==> config.mk <==
export PLATFORM = sky130hd
export DESIGN_NAME = jk_ff_bank
export DESIGN_NICKNAME = d
export VERILOG_FILES = /design/src/rtl/jk_ff_bank_pkg.sv /design/src/rtl/jk_ff_cell.sv /design/src/rtl/jk_ff_bank.sv
export SDC_FILE = /design/constraint.sdc
export NUM_CORES = 1
export LEC_CHECK = 0
export ABC_AREA = 0
export ABC_CLOCK_PERIOD_IN_PS = 2600
export CORE_MARGIN = 2
export CORE_UTILIZATION = 35
export CTS_CLUSTER_SIZE = 12
export DETAILED_ROUTE_END_ITERATION = 10
export PLACE_DENSITY = 0.65
export RECOVER_POWER = 50
export SYNTH_ARGS = -nofsm -noshare
export SYNTH_HDL_FRONTEND = slang
export SYNTH_HIERARCHICAL = 1
export SYNTH_SLANG_ARGS = --single-unit
==> constraint.sdc <==
create_clock -name _clock -period 2.6 [get_ports _clock]
set_input_delay 0.39 -clock _clock [delete_from_list [all_inputs] [get_ports _clock]]
set_output_delay 0.39 -clock _clock [all_outputs]
set_load 0.05 [all_outputs]
==> src/rtl/jk_ff_bank_pkg.sv <==
// Shared definitions for the multi-channel JK/D/T/SR flip-flop bank.
package jk_ff_bank_pkg;

  typedef enum logic [1:0] {
    MODE_JK = 2'b00,
    MODE_D  = 2'b01,
    MODE_T  = 2'b10,
    MODE_SR = 2'b11
  } mode_e;

  localparam int unsigned CNT_W_DEFAULT = 16;

  // All-ones value of a w-bit counter, i.e. where the change counter stops.
  function automatic logic [63:0] sat_max(input int unsigned w);
    return (64'd1 << w) - 64'd1;
  endfunction

endpackage

==> src/rtl/jk_ff_cell.sv <==
// One channel of next-state logic: no storage, just the mode rules.
module jk_ff_cell
  import jk_ff_bank_pkg::*;
(
  input  mode_e mode,
  input  logic  en,
  input  logic  j,
  input  logic  k,
  input  logic  q,
  output logic  q_next,
  output logic  conflict
);

  // Next state per mode; a disabled channel holds and never flags a conflict.
  always_comb begin
    q_next   = q;
    conflict = 1'b0;
    if (en) begin
      unique case (mode)
        MODE_JK: begin
          if (j && k)   q_next = ~q;
          else if (j)   q_next = 1'b1;
          else if (k)   q_next = 1'b0;
        end
        MODE_D:  q_next = j;
        MODE_T:  if (j) q_next = ~q;
        MODE_SR: begin
          if (j && k)   conflict = 1'b1;
          else if (j)   q_next = 1'b1;
          else if (k)   q_next = 1'b0;
        end
        default: q_next = q;
      endcase
    end
  end

endmodule

==> src/rtl/jk_ff_bank.sv <==
// WIDTH-channel flip-flop bank with clear/load priority, change pulses,
// sticky SR-conflict flags and a saturating change-event counter.
module jk_ff_bank
  import jk_ff_bank_pkg::*;
#(
  parameter int unsigned      WIDTH     = 8,
  parameter logic [WIDTH-1:0] RESET_VAL = '0,
  parameter int unsigned      CNT_W     = CNT_W_DEFAULT
) (
  input  logic             _clock,
  input  logic             _reset,
  input  logic [1:0]       _mode,
  input  logic             _E,
  input  logic [WIDTH-1:0] _M,
  input  logic [WIDTH-1:0] _J,
  input  logic [WIDTH-1:0] _K,
  input  logic             _clear,
  input  logic             _load,
  input  logic [WIDTH-1:0] _D,
  input  logic             _err_clr,
  output logic [WIDTH-1:0] _Q,
  output logic [WIDTH-1:0] _QNOT,
  output logic [WIDTH-1:0] _changed,
  output logic [WIDTH-1:0] _err,
  output logic [CNT_W-1:0] _count
);

  localparam logic [CNT_W-1:0] CNT_MAX = CNT_W'(sat_max(CNT_W));

  logic [WIDTH-1:0] q_q, q_d;
  logic [WIDTH-1:0] changed_q, changed_d;
  logic [WIDTH-1:0] err_q, err_d;
  logic [CNT_W-1:0] count_q, count_d;
  logic [WIDTH-1:0] cell_next, cell_conf;
  mode_e            mode_s;

  assign mode_s = mode_e'(_mode);

  for (genvar i = 0; i < WIDTH; i++) begin : g_cell
    jk_ff_cell u_cell (
      .mode     (mode_s),
      .en       (_E & _M[i]),
      .j        (_J[i]),
      .k        (_K[i]),
      .q        (q_q[i]),
      .q_next   (cell_next[i]),
      .conflict (cell_conf[i])
    );
  end

  // Clear beats load beats per-channel mode logic; conflicts only count when
  // the mode logic is actually in control, and a fresh conflict beats err_clr.
  always_comb begin
    q_d       = cell_next;
    err_d     = _err_clr ? '0 : err_q;
    count_d   = count_q;
    if (_clear) begin
      q_d = RESET_VAL;
    end else if (_load) begin
      q_d = _D;
    end else begin
      err_d = err_d | cell_conf;
    end
    changed_d = q_d ^ q_q;
    if (_clear) begin
      count_d = '0;
    end else if ((|changed_d) && (count_q != CNT_MAX)) begin
      count_d = count_q + CNT_W'(1);
    end
  end

  // All state registers; reset clears everything asynchronously.
  always_ff @(posedge _clock or negedge _reset) begin
    if (!_reset) begin
      q_q       <= RESET_VAL;
      changed_q <= '0;
      err_q     <= '0;
      count_q   <= '0;
    end else begin
      q_q       <= q_d;
      changed_q <= changed_d;
      err_q     <= err_d;
      count_q   <= count_d;
    end
  end

  assign _Q       = q_q;
  assign _QNOT    = ~q_q;
  assign _changed = changed_q;
  assign _err     = err_q;
  assign _count   = count_q;

endmodule

# After elaboration in Yosys (flattened, before gate mapping)
# Index checks and enable logic that the tools add are counted.
[word_totals]
regBits = 40
out_inout_bits = 48
[classes]
add_sub_neg = 1
n_eq_ne = 4
muxes = 87
bitwise_logic = 19
n_reduce_logical = 12
[ops]
columns = ["cell", "count"]
rows = [
  ["$mux 1", 72],
  ["$mux 8", 5],
  ["$mux 16", 2],
  ["$pmux 1 s4", 8],
  ["$add 16x1->16 const B", 1],
  ["$ne 16x16->1 const B", 1],
  ["$logic_and 1x1->1", 9],
  ["$and 1x1->1", 8],
  ["$not 1->1", 8],
  ["$not 8->8", 1],
  ["$or 8x8->8", 1],
  ["$reduce_or 8->1", 1],
  ["$xor 8x8->8", 1],
  ["$eq 2x2->1 const B", 2],
  ["$eq 2x1->1 const B", 1],
  ["$logic_not 2->1", 1],
  ["$reduce_bool 2->1", 1],
]

# Logic depth before layout (Yosys ltp)
# Gate-level depths: netlist of the first run.
[logic_depth]
depth_word = 12
depth_mapped = 10

# Cells and area by module
# The synthesis of the first run kept the hierarchy.
[by_module_without_submodules]
columns = ["mod", "instances", "cells_per_inst", "area_each_um2"]
rows = [
  ["jk_ff_bank", 1, 214, 1966.9],
  ["jk_ff_cell", 8, 9, 56.3],
]

# Least setup slack after synthesis of the first run
# No wires, ideal clock.
[synth_path]
path_type = "register to register"
startpoint = "register q_q[1], in the netlist _Q[1]"
endpoint = "register count_q[14], in the netlist _count[14]"
setup_time_ns = 0.134
arrival_ns = 2.370
slack_ns = 0.095
stages_incl_launch_ff = 10
path_buffers = 1
path_cell_list = "dfrtp_1 > nor4bb_1 > a311oi_1 > mux2i_1 > or3_1 > nand4_1 > nor4_4 > buf_2 > o21bai_1 > nor3b_2"
[synth_via]
elab_chain_len = 11
[synth_lines]
columns = ["element", "line_no", "text"]
rows = [
  ["start: declaration", "jk_ff_bank.sv:30", "logic [WIDTH-1:0] q_q, q_d;"],
  ["start signal: assignment", "jk_ff_bank.sv:80", "q_q <= q_d;"],
  ["$mux 1", "jk_ff_cell.sv:23, jk_ff_cell.sv:30", ""],
  ["$mux 1", "jk_ff_cell.sv:29", "else if (j) q_next = 1'b1;"],
  ["$mux 1 (on tied branches)", "jk_ff_cell.sv:28, jk_ff_cell.sv:21", ""],
  ["$pmux 1 s4", "jk_ff_cell.sv:19", "unique case (mode)"],
  ["$mux 1 (*)", "jk_ff_cell.sv:18", "if (en) begin"],
  ["net cell_next[1]", "jk_ff_bank.sv:34", "logic [WIDTH-1:0] cell_next, cell_conf;"],
  ["$mux 8 (*)", "jk_ff_bank.sv:59", "end else if (_load) begin"],
  ["$mux 8 (*)", "jk_ff_bank.sv:57", "if (_clear) begin"],
  ["$xor 8x8->8 (*)", "jk_ff_bank.sv:64", "changed_d = q_d ^ q_q;"],
  ["$reduce_or 8->1 (*)", "jk_ff_bank.sv:67", "end else if ((|changed_d) && (count_q != CNT_MAX)) begin"],
  ["$logic_and 1x1->1 (*)", "jk_ff_bank.sv:67", ""],
  ["$reduce_bool 2->1 (no source line) (*)", "--", ""],
  ["end signal: assignment", "jk_ff_bank.sv:83", "count_q <= count_d;"],
  ["end: declaration", "jk_ff_bank.sv:33", "logic [CNT_W-1:0] count_q, count_d;"],
]
# The timed path passes the listed nets; every way through them passes the cells marked *.
# A chain may end at the register's enable or synchronous reset.

# Final worst setup path of the first run
[layout_path]
startpoint = "input port _load"
endpoint = "register changed_q[7], in the netlist _changed[7]"
[layout_via]
elab_chain_len = 3
[layout_lines]
columns = ["element", "line_no", "text"]
rows = [
  ["start: declaration", "jk_ff_bank.sv:18", "input logic _load,"],
  ["$mux 8", "jk_ff_bank.sv:59", ""],
  ["$mux 8", "jk_ff_bank.sv:57", ""],
  ["$xor 8x8->8", "jk_ff_bank.sv:64", ""],
  ["net changed_d[7]", "jk_ff_bank.sv:31", "logic [WIDTH-1:0] changed_q, changed_d;"],
  ["end signal: assignment", "jk_ff_bank.sv:81", "changed_q <= changed_d;"],
  ["end: declaration", "jk_ff_bank.sv:31", ""],
]
# The timed path passes the listed nets, and every way through them passes these cells.

==> results of run 1 <==
[cell type report]
class / count / area share, %
clock buffer: 6 / 1.92
clock inverter: 2 / 0.350
inverter: 25 / 2.19
multi-input combinational: 212 / 34.8
sequential: 40 / 23.4
tap: 80 / 2.33
timing repair buffer: 158 / 35.0
[logic make-up (layout without fill, tap and decap cells)]
family,Yosys count,count (layout)
adder cells (fa/ha/maj),1,1
buffers and inverters,34,191
multiplexers,20,20
AO/OA/AOI/OAI,63,63
flip-flops,40,40
AND/OR/NAND/NOR,128,128
[synthesized netlist by cell type, drive strengths merged (2+ instances only)]
master / instances
a21oi: 19
a311oi: 8
a31oi: 8
and2: 8
and3: 3
buf: 4
clkbuf: 5
dfrtp: 40
inv: 25
mux2: 3
mux2i: 17
nand2: 30
nand2b: 3
nand3: 13
nand4: 11
nor2: 23
nor2b: 3
nor3: 3
nor4: 2
nor4bb: 8
o21ai: 26
or3: 19
[where the power goes]
group	internal [mW]	total (mW)	switching [mW]	leakage (nW)
Combinational	0.289	0.637	0.347	1.38
Sequential	0.652	0.677	0.0245	0.537
Clock	0.215	0.458	0.243	0.0434
Total	1.16	1.77	0.615	1.96
[worst max path at each step]
stage,slack [ns],to,cells after the start,from
CTS,0.002,_count[0],12,_mode[0]
global route,-0.04,_count[10],12,_M[6]
global placement,-0.55,_count[0],11,_E
floorplan,0.1,_count[14],9,_Q[1]
finish,0.04,_changed[7],16,_load
detailed placement,-0.62,_count[0],11,_E
[state kept, by name, indices dropped and copies added (netlist names)]
name	flops
_count	16
_Q	8
_changed	8
_err	8
[metal layers]
metal / up-vias / track usage [%]
li1: 1341 / -
met1: 1292 / 24.7
met2: 86 / 34.3
met3: 6 / 5.40
met4: 0 / 4.76
met5: - / 0
[through the flow]
step	power [mW]	utilization [%]
3_5_place_dp	1.21	53.6
2_1_floorplan	0.961	-
3_3_place_gp	1.21	53.6
5_1_grt	1.85	63.6
6_report	1.77	63.6
4_1_cts	1.72	58.8
[placed cells by master, fill, tap and decap left out, drive strengths merged, types with 2 or more instances in the layout]
| cell | netlist | final |
|---|---|---|
| buf | 4 | 73 |
| clkdlybuf4s50 | 0 | 59 |
| dfrtp | 40 | 40 |
| nand2 | 30 | 30 |
| o21ai | 26 | 26 |
| inv | 25 | 25 |
| nor2 | 23 | 23 |
| or3 | 19 | 19 |
| a21oi | 19 | 19 |
| mux2i | 17 | 17 |
| dlymetal6s2s | 0 | 16 |
| nand3 | 13 | 13 |
| nand4 | 11 | 11 |
| clkbuf | 5 | 11 |
| and2 | 8 | 8 |
| a31oi | 8 | 8 |
| nor4bb | 8 | 8 |
| a311oi | 8 | 8 |
| dlygate4sd2 | 0 | 5 |
| nor3 | 3 | 3 |
| and3 | 3 | 3 |
| nor2b | 3 | 3 |
| nand2b | 3 | 3 |
| mux2 | 3 | 3 |
| nor4 | 2 | 2 |
| clkinvlp | 0 | 2 |
[what timing repair did]
item / CTS / global route
endpoints found under the setup margin: 16 / 18
cloned: 1 / 1
endpoints found under the hold margin: 0 / 0
gates resized for setup: 33 / 80
setup buffers: 26 / 13
hold buffers: 0 / 0
pin swaps: 16 / 47
==> flow_metrics.py, run 1 <==
metrics = {
    "logic_synthesis": {
        "yosys.area_share.adder_pct": 0.518,
        "yosysWarnings": 6,
        "synth_fp_nets": 327,
        "ys_seq_elements": 40,
        "synth-simple-area-share_pct": 29.0,
        "synthFlopType": "dfrtp_1",
        "synth_edf_count": 0,
        "synth_xor_area_share_pct": 0,
        "synth_area_per_cell_um2": 8.45,
        "ys_types": 32,
        "synth_top_family_by_area": "simple AND/OR/NAND/NOR gates",
        "synth_compound_area_share_pct": 14.9,
        "yosysSeqAreaShare_pct": 41.4,
        "ys_top_cells_by_area": "dfrtp_1 41%, mux2i_1 7.0%, or3_1 4.9%",
        "synth_cells": 286,
        "async_flop_share_pct": 100,
        "synth_area_um2": 2420,
        "synth_top_area_share_pct": 41.4,
        "synth_top_area_cell": "dfrtp_1",
        "synthMuxAreaShare_pct": 8.44,
    },
    "die": {
        "die_width_um": 87.1,
        "die_h_um": 87.1,
        "num_rows": 30,
        "initial_utilization_pct": 35.8,
        "core-area_um2": 6760,
        "die_area_um2": 7590,
        "io_pins": 88,
    },
    "hold_path": {
        "hp-class": "in -> async",
    },
    "sta": {
        "setup-violations-final": 0,
        "worst_pin_slew_ns": 0.934,
        "holdWs_ns": 0.221,
        "slew_violations": 0,
        "worst_slack_ns": 0.0417,
        "fmax_ghz": 0.391,
        "hold_viol": 0,
        "clock_skew_ns": 0.00776,
        "period_minus_slack_ns": 2.56,
        "fin_crit_sh_pct": 98.4,
        "fin_setup_tns_ns": 0,
        "slew_headroom_pct": 37.8,
    },
    "finish": {
        "drive_gt1_share_pct": 29.1,
        "final_nets": 483,
        "register_area_um2": 1000,
        "areaGrowthSynthToFinish_pct": 77.6,
        "fin_cells": 523,
        "n_antenna_cell": 0,
        "fin_area_um2": 4290,
        "multi_input_area_um2": 1500,
        "fillerInstances": 543,
    },
    "route": {
        "drt-met1-wl_um": 3290,
        "dr_wl_met2_um": 4020,
        "firstDrtPassIters": 4,
        "viasPerCell": 5.21,
        "wl_um": 7890,
        "routedWlPerCell_um": 15.1,
        "drc": 0,
        "wl_met3_um": 521,
        "drtAntennaViolNets": 0,
        "vias": 2725,
        "dr.max_layer_used": "met4",
        "drt-initial-drc-count": 112,
    },
    "worst_setup_path": {
        "reg2reg_depth": 17,
        "cp-start-kind": "input pin",
        "crit_chain": "clkdlybuf4s50_1, buf_12, mux2i_2, o21ai_1, buf_4, buf_4, buf_4, buf_4, buf_4, buf_4, buf_4, buf_4, buf_4, buf_4, buf_4, nand2_1",
        "cp_max_fo": 9,
        "required_ns": 2.84,
        "path_common_cell": "buf_4",
        "cp_data_arrival_time_ns": 2.80,
        "r2r-end": "_changed[7]",
        "crit_slowest_cell": "clkdlybuf4s50_1",
        "worstReg2RegStart": "_Q[7]",
        "criticalPathCategory": "in -> reg",
        "end_kind": "flop",
        "r2r_slack_ns": 0.07,
        "path_buf_inv": 13,
        "max_stage_delay_ns": 0.51,
        "crit_family": "buffers and inverters",
    },
    "placement": {
        "dpl_cell_area_um2": 3620,
        "place_ws_ns": -0.623,
        "dp_hpwl_um": 5050,
        "gp_congestion": 0.799,
        "post-place-cells": 475,
        "numPortBuffers": 87,
    },
    "global_routing": {
        "antenna_found_initial": 0,
        "grt_max_degree": 41,
        "grt_pass1_wl_um": 12000,
        "grt_pass1_vias": 2594,
        "grt_overflow": 0,
        "grt_usage_pct": 19.9,
    },
    "clocking": {
        "numCtsBuffers": 5,
        "clockRootBuffer": "clkbuf_8",
        "worstSkewPairLatency_ns": 0.30,
        "clockBufferDepth": 2,
        "cts_sinks": 40,
        "clkTransAtPathRegs_ns": 0.09,
        "tritoncts": "yes",
        "htreeDepth": 2,
    },
    "run": {
        "maxCapViolations": 0,
    },
    "pwr": {
        "power.density_nw_per_um2": 413,
        "p_leak_nw": 1.96,
        "peakVddDrop_mv": 0.253,
    },
    "status": {
        "status": "finished clean",
    },
}
Power figures use the tool's default switching activity.
==> run 2, diff against run 1 <==
--- a/config.mk
+++ b/config.mk
@@ -7,8 +7,9 @@
 export LEC_CHECK = 0
 export ABC_AREA = 0
 export ABC_CLOCK_PERIOD_IN_PS = 2600
-export CORE_MARGIN = 2
+export CORE_MARGIN = 4
 export CORE_UTILIZATION = 35
+export CTS_BUF_LIST = sky130_fd_sc_hd__clkbuf_2 sky130_fd_sc_hd__clkbuf_4 sky130_fd_sc_hd__clkbuf_8
 export CTS_CLUSTER_SIZE = 12
 export DETAILED_ROUTE_END_ITERATION = 10
 export PLACE_DENSITY = 0.65
==> run 2 against run 1 <==
Compared with the run above:
- the flow now finishes with violations (capacitance limit, slew limit)
- sequential cell count unchanged
- worst hold slack better by 0.29 ns
- design area is 5.7% lower
- clock skew decreased by 0.0019 ns
- register-to-register slack improved by 0.02 ns
- clock power fell by 8.7%
- global-route usage fell by 3.4 points
- worst setup slack better by 0.014 ns
- first-iteration DRC count down 37%
- die area is 9.4% higher
- fmax grew 0.55%
- count of clock-buffer cells in the layout decreased by 1
- critical endpoint is now _count[5]
==> flow_metrics.py, run 2 (synthesis results as in run 1) <==
metrics = {
    "global_routing": {
        "grt_pass1_vias": 2410,
        "grt_max_degree": 41,
        "grt_usage_pct": 16.5,
        "antenna_found_initial": 0,
        "grt_pass1_wl_um": 11300,
        "grt_overflow": 0,
    },
    "clocking": {
        "clockRootBuffer": "clkbuf_8",
        "numCtsBuffers": 5,
        "htreeDepth": 2,
        "clkTransAtPathRegs_ns": 0.08,
        "worstSkewPairLatency_ns": 0.29,
        "tritoncts": "yes",
        "clockBufferDepth": 2,
        "cts_sinks": 40,
        "holdBufCountCts": 0,
    },
    "route": {
        "firstDrtPassIters": 4,
        "routedWlPerCell_um": 14.7,
        "drc": 0,
        "wl_um": 7310,
        "viasPerCell": 5.19,
        "drt-initial-drc-count": 71,
        "drtAntennaViolNets": 0,
        "vias": 2574,
    },
    "finish": {
        "layout_common_cells": "58 x clkdlybuf4s50_1, 40 x dfrtp_1, 32 x buf_4",
        "n_antenna_cell": 0,
        "fillerInstances": 575,
        "multi_input_area_um2": 1400,
        "areaGrowthSynthToFinish_pct": 67.6,
        "largest_reg_flops": 16,
        "final_common_cell": "clkdlybuf4s50_1",
        "final_nets": 456,
        "drive_gt1_share_pct": 20.2,
        "register_area_um2": 1000,
    },
    "worst_setup_path": {
        "required_ns": 2.78,
        "crit_start": "_mode[1]",
        "criticalPathCategory": "in -> reg",
        "cp_data_arrival_time_ns": 2.73,
        "cp_max_fo": 6,
        "cp-start-kind": "input pin",
        "end_kind": "flop",
        "worstReg2RegStart": "_Q[7]",
    },
    "die": {
        "num_rows": 30,
        "die_width_um": 91.1,
        "die_h_um": 91.1,
        "initial_utilization_pct": 35.8,
        "core-area_um2": 6760,
        "die_area_um2": 8300,
        "io_pins": 88,
    },
    "hold_path": {
        "hp-class": "in -> reg",
        "min_from": "_J[7]",
    },
    "pwr": {
        "power.density_nw_per_um2": 413,
        "peakVddDrop_mv": 0.184,
        "p_leak_nw": 1.89,
    },
    "sta": {
        "slew_headroom_pct": -49.1,
        "hold_viol": 0,
        "clock_skew_ns": 0.00585,
        "fmax_ghz": 0.393,
        "setup-violations-final": 0,
        "worst_pin_slew_ns": 2.24,
        "holdWs_ns": 0.511,
        "slew_violations": 41,
        "fin_setup_tns_ns": 0,
        "worst_slack_ns": 0.0557,
        "fin_crit_sh_pct": 97.9,
        "period_minus_slack_ns": 2.54,
    },
    "run": {
        "maxCapViolations": 1,
    },
    "status": {
        "status": "finished, violations left",
        "violations": "capacitance limit, slew limit",
    },
    "placement": {
        "numPortBuffers": 87,
        "place_ws_ns": -0.755,
        "gp_congestion": 0.829,
        "dp_hpwl_um": 5020,
    },
}
## run 2: changes by cell type in the layout (fill, tap and decap cells not counted), sizes merged
cell | before | now
buf | 73 | 42
bufbuf | 0 | 2
clkbuf | 11 | 9
clkdlybuf4s50 | 59 | 58
clkinv | 0 | 3
clkinvlp | 2 | 0
dlygate4sd2 | 5 | 3
dlygate4sd3 | 0 | 1
dlymetal6s2s | 16 | 21
## run 2: power breakdown
part	switching [mW]	internal (mW)	leakage, nW
clock	0.231	0.187	0.0479
sequential	0.0217	0.652	0.540
combinational	0.326	0.253	1.30
total	0.579	1.09	1.89
## run 2: timing repair
item / CTS / global route
cloned: 2 / 3
resized for setup: 18 / 60
setup buffers: 1 / 8
endpoints found under the setup margin: 16 / 16
pin swaps: 5 / 41
## run 2: layer usage
layer | wire length (um) | vias to the layer above | global-route usage [%]
li1 | - | 1282 | -
met3 | 557 | 10 | 5.39
met5 | 0 | - | 0
met1 | 3110 | 1193 | 20.3
met4 | 112 | 0 | 3.77
met2 | 3530 | 89 | 28.0
## run 2: worst max-delay path, cell delays in order
cell and delay (ns):
buf_6 0.10, buf_12 0.12, mux2i_1 0.22, nor4bb_2 0.07, a311oi_1 0.30, mux2i_1 0.17, or3_1 0.39, nand4_1 0.17
nor4_4 0.08, buf_6 0.15, nor4_4 0.24, mux2_4 0.32
## run 2: metrics by stage
stage / utilization (%) / cells / instance area, um2 / power (mW)
final: 60.0 / 496 / 4050 / 1.67
after global routing: 60.0 / 496 / 4050 / 1.76
after CTS: 56.3 / 486 / 3800 / 1.66
after detailed placement: 53.6 / 475 / 3620 / 1.21
after global placement: 53.6 / 475 / 3620 / 1.21
after floorplan: - / 286 / 2420 / 0.961
## run 2: area by class of cell
cell class,count,area share [%]
Tap cell,80,2.47
Clock inverter,3,0.463
Multi-Input combinational cell,212,34.7
Sequential cell,40,24.7
Timing Repair Buffer,131,33.7
Clock buffer,5,1.70
Inverter,25,2.32
## run 2: final timing paths
check	endpoint	slack, ns	cells past startpoint
worst max register to register	_count[5]	0.09	9
max in group asynchronous	_err[5]	0.57	1
min in group asynchronous	_count[7]	0.75	1
worst max-delay path	_count[5]	0.06	12
worst min-delay path	_err[7]	0.51	5
worst min register to register	_err[1]	0.54	2
==> run 3, diff against run 2 <==
--- a/config.mk
+++ b/config.mk
@@ -6,7 +6,7 @@
 export NUM_CORES = 1
 export LEC_CHECK = 0
 export ABC_AREA = 0
-export ABC_CLOCK_PERIOD_IN_PS = 2600
+export CAP_MARGIN = 40
 export CORE_MARGIN = 4
 export CORE_UTILIZATION = 35
 export CTS_BUF_LIST = sky130_fd_sc_hd__clkbuf_2 sky130_fd_sc_hd__clkbuf_4 sky130_fd_sc_hd__clkbuf_8
==> run 3 against run 2 <==
Compared with the run above:
- the run now ends clean
- total power is 3.9% higher
- combinational power grew 5.7%
- non-clock buffer count up 8
- first-iteration DRC count increased by 28%
- fmax up 1.7%
- design area grew 3.4%
- sequential cell count stayed put
- clock skew rose by 0.0023 ns
- largest power group unchanged
==> flow_metrics.py, run 3 (synthesis results as in run 1) <==
metrics = {
    "worst_setup_path": {
        "path_common_cell": "buf_6",
        "crit_family": "simple AND/OR/NAND/NOR gates",
        "cp_data_arrival_time_ns": 2.74,
        "r2r-end": "_count[12]",
        "reg2reg_depth": 9,
        "crit_chain": "buf_6, clkbuf_16, buf_4, nand3_2, a31oi_4, a311oi_2, mux2i_1, or3_1, nand4_1, nor4_4, buf_6, buf_6, or3_4, a21oi_2",
        "end_kind": "flop",
        "r2r_slack_ns": 0.16,
        "criticalPathCategory": "in -> reg",
        "cp_num_cells": 14,
        "cp_max_fo": 6,
        "crit_slowest_cell": "or3_1",
        "endpoint": "_count[15]",
        "path_buf_inv": 5,
        "worstReg2RegStart": "_Q[7]",
        "max_stage_delay_ns": 0.39,
        "crit_start": "_mode[1]",
        "cp-start-kind": "input pin",
        "required_ns": 2.84,
    },
    "route": {
        "drtAntennaViolNets": 0,
        "routedWlPerCell_um": 15.2,
        "firstDrtPassIters": 4,
        "vias": 2632,
        "viasPerCell": 5.22,
        "drt-initial-drc-count": 91,
        "drc": 0,
        "wl_um": 7660,
    },
    "finish": {
        "layout_common_cells": "59 x clkdlybuf4s50_1, 40 x dfrtp_1, 37 x buf_4",
        "drive_gt1_share_pct": 23.3,
        "final_util_pct": 62.0,
        "largest_reg_flops": 16,
        "areaGrowthSynthToFinish_pct": 73.2,
        "n_antenna_cell": 0,
        "final_nets": 464,
        "final_common_cell": "clkdlybuf4s50_1",
        "fin_area_um2": 4190,
        "fin_cells": 504,
    },
    "die": {
        "io_pins": 88,
        "initial_utilization_pct": 35.8,
        "core-area_um2": 6760,
        "die_area_um2": 8300,
        "die_h_um": 91.1,
        "num_rows": 30,
        "die_width_um": 91.1,
    },
    "sta": {
        "slew_headroom_pct": 47.4,
        "worst_pin_slew_ns": 0.789,
        "slew_violations": 0,
        "hold_viol": 0,
        "fin_setup_tns_ns": 0,
        "clock_skew_ns": 0.00814,
        "period_minus_slack_ns": 2.50,
        "holdWs_ns": 0.518,
        "setup-violations-final": 0,
        "fmax_ghz": 0.400,
        "fin_crit_sh_pct": 96.2,
    },
    "pwr": {
        "power.density_nw_per_um2": 415,
        "p_leak_nw": 1.95,
        "peakVddDrop_mv": 0.255,
    },
    "clocking": {
        "clockBufferDepth": 2,
        "clkTransAtPathRegs_ns": 0.09,
        "worstSkewPairLatency_ns": 0.30,
        "numCtsBuffers": 5,
        "cts_sinks": 40,
        "htreeDepth": 2,
        "clockRootBuffer": "clkbuf_8",
        "tritoncts": "yes",
    },
    "status": {
        "status": "finished clean",
    },
    "placement": {
        "dp_hpwl_um": 5150,
        "gp_congestion": 0.829,
        "numPortBuffers": 87,
        "post-place-cells": 476,
        "dpl_cell_area_um2": 3640,
    },
    "global_routing": {
        "antenna_found_initial": 0,
        "grt_usage_pct": 17.7,
        "grt_pass1_wl_um": 12100,
        "grt_max_degree": 28,
        "grt_overflow": 0,
        "grt_pass1_vias": 2522,
    },
    "hold_path": {
        "min_from": "_J[0]",
        "hp-class": "in -> reg",
    },
    "run": {
        "maxCapViolations": 0,
    },
}
-- run 3: worst min path at each step --
stage                 to  slack [ns]  cells past startpoint
4_1_cts        _count[4]        0.53                      2
5_1_grt          _err[0]        0.52                      5
2_1_floorplan      _Q[0]        0.09                      0
6_report         _err[0]        0.52                      5
3_5_place_dp   _count[7]        0.32                      1
3_3_place_gp     _err[2]        0.51                      2
-- run 3: layout make-up --
cell class / count / area (um2)
Clock buffer: 6 / 82.6
Clock inverter: 2 / 15.0
Fill cell: 571 / 2570
Inverter: 25 / 93.8
Multi-Input combinational cell: 212 / 1460
Sequential cell: 40 / 1000
Tap cell: 80 / 100
Timing Repair Buffer: 139 / 1440
-- run 3: where the power goes --
| group | switching, mW | internal [mW] | total (mW) |
|---|---|---|---|
| Sequential | 0.0223 | 0.652 | 0.674 |
| Combinational | 0.340 | 0.273 | 0.613 |
| Clock | 0.234 | 0.215 | 0.449 |
-- run 3: worst min-delay path: cells and delay by family --
family | cells | cell delay [ns]
simple gates | 3 | 0.16
buf+inv | 1 | 0.16
compound gates | 1 | 0.06
-- run 3: per-layer routing --
layer	vias up	part of all wire, %	routed length [um]	track usage (%)
li1	1311	-	-	-
met1	1231	42	3230	22.0
met2	77	49	3760	28.9
met3	13	6.7	513	6.38
met4	0	2.0	152	5.28
met5	-	0	0	0
-- run 3: per-stage QoR --
step / setup slack [ns] / power, mW
final: 0.0986 / 1.74
after global routing: -0.00739 / 1.83
after CTS: -0.0754 / 1.72
after detailed placement: -0.750 / 1.22
after global placement: -0.640 / 1.21
after floorplan: 0.0952 / 0.961
-- run 3: timing repair --
item	in CTS	in global routing
cloned	2	3
endpoints found under the hold margin	12	0
pin swaps	15	44
gates resized for setup	14	74
setup endpoints to repair	16	17
hold buffers	1	0
buffers inserted	11	5
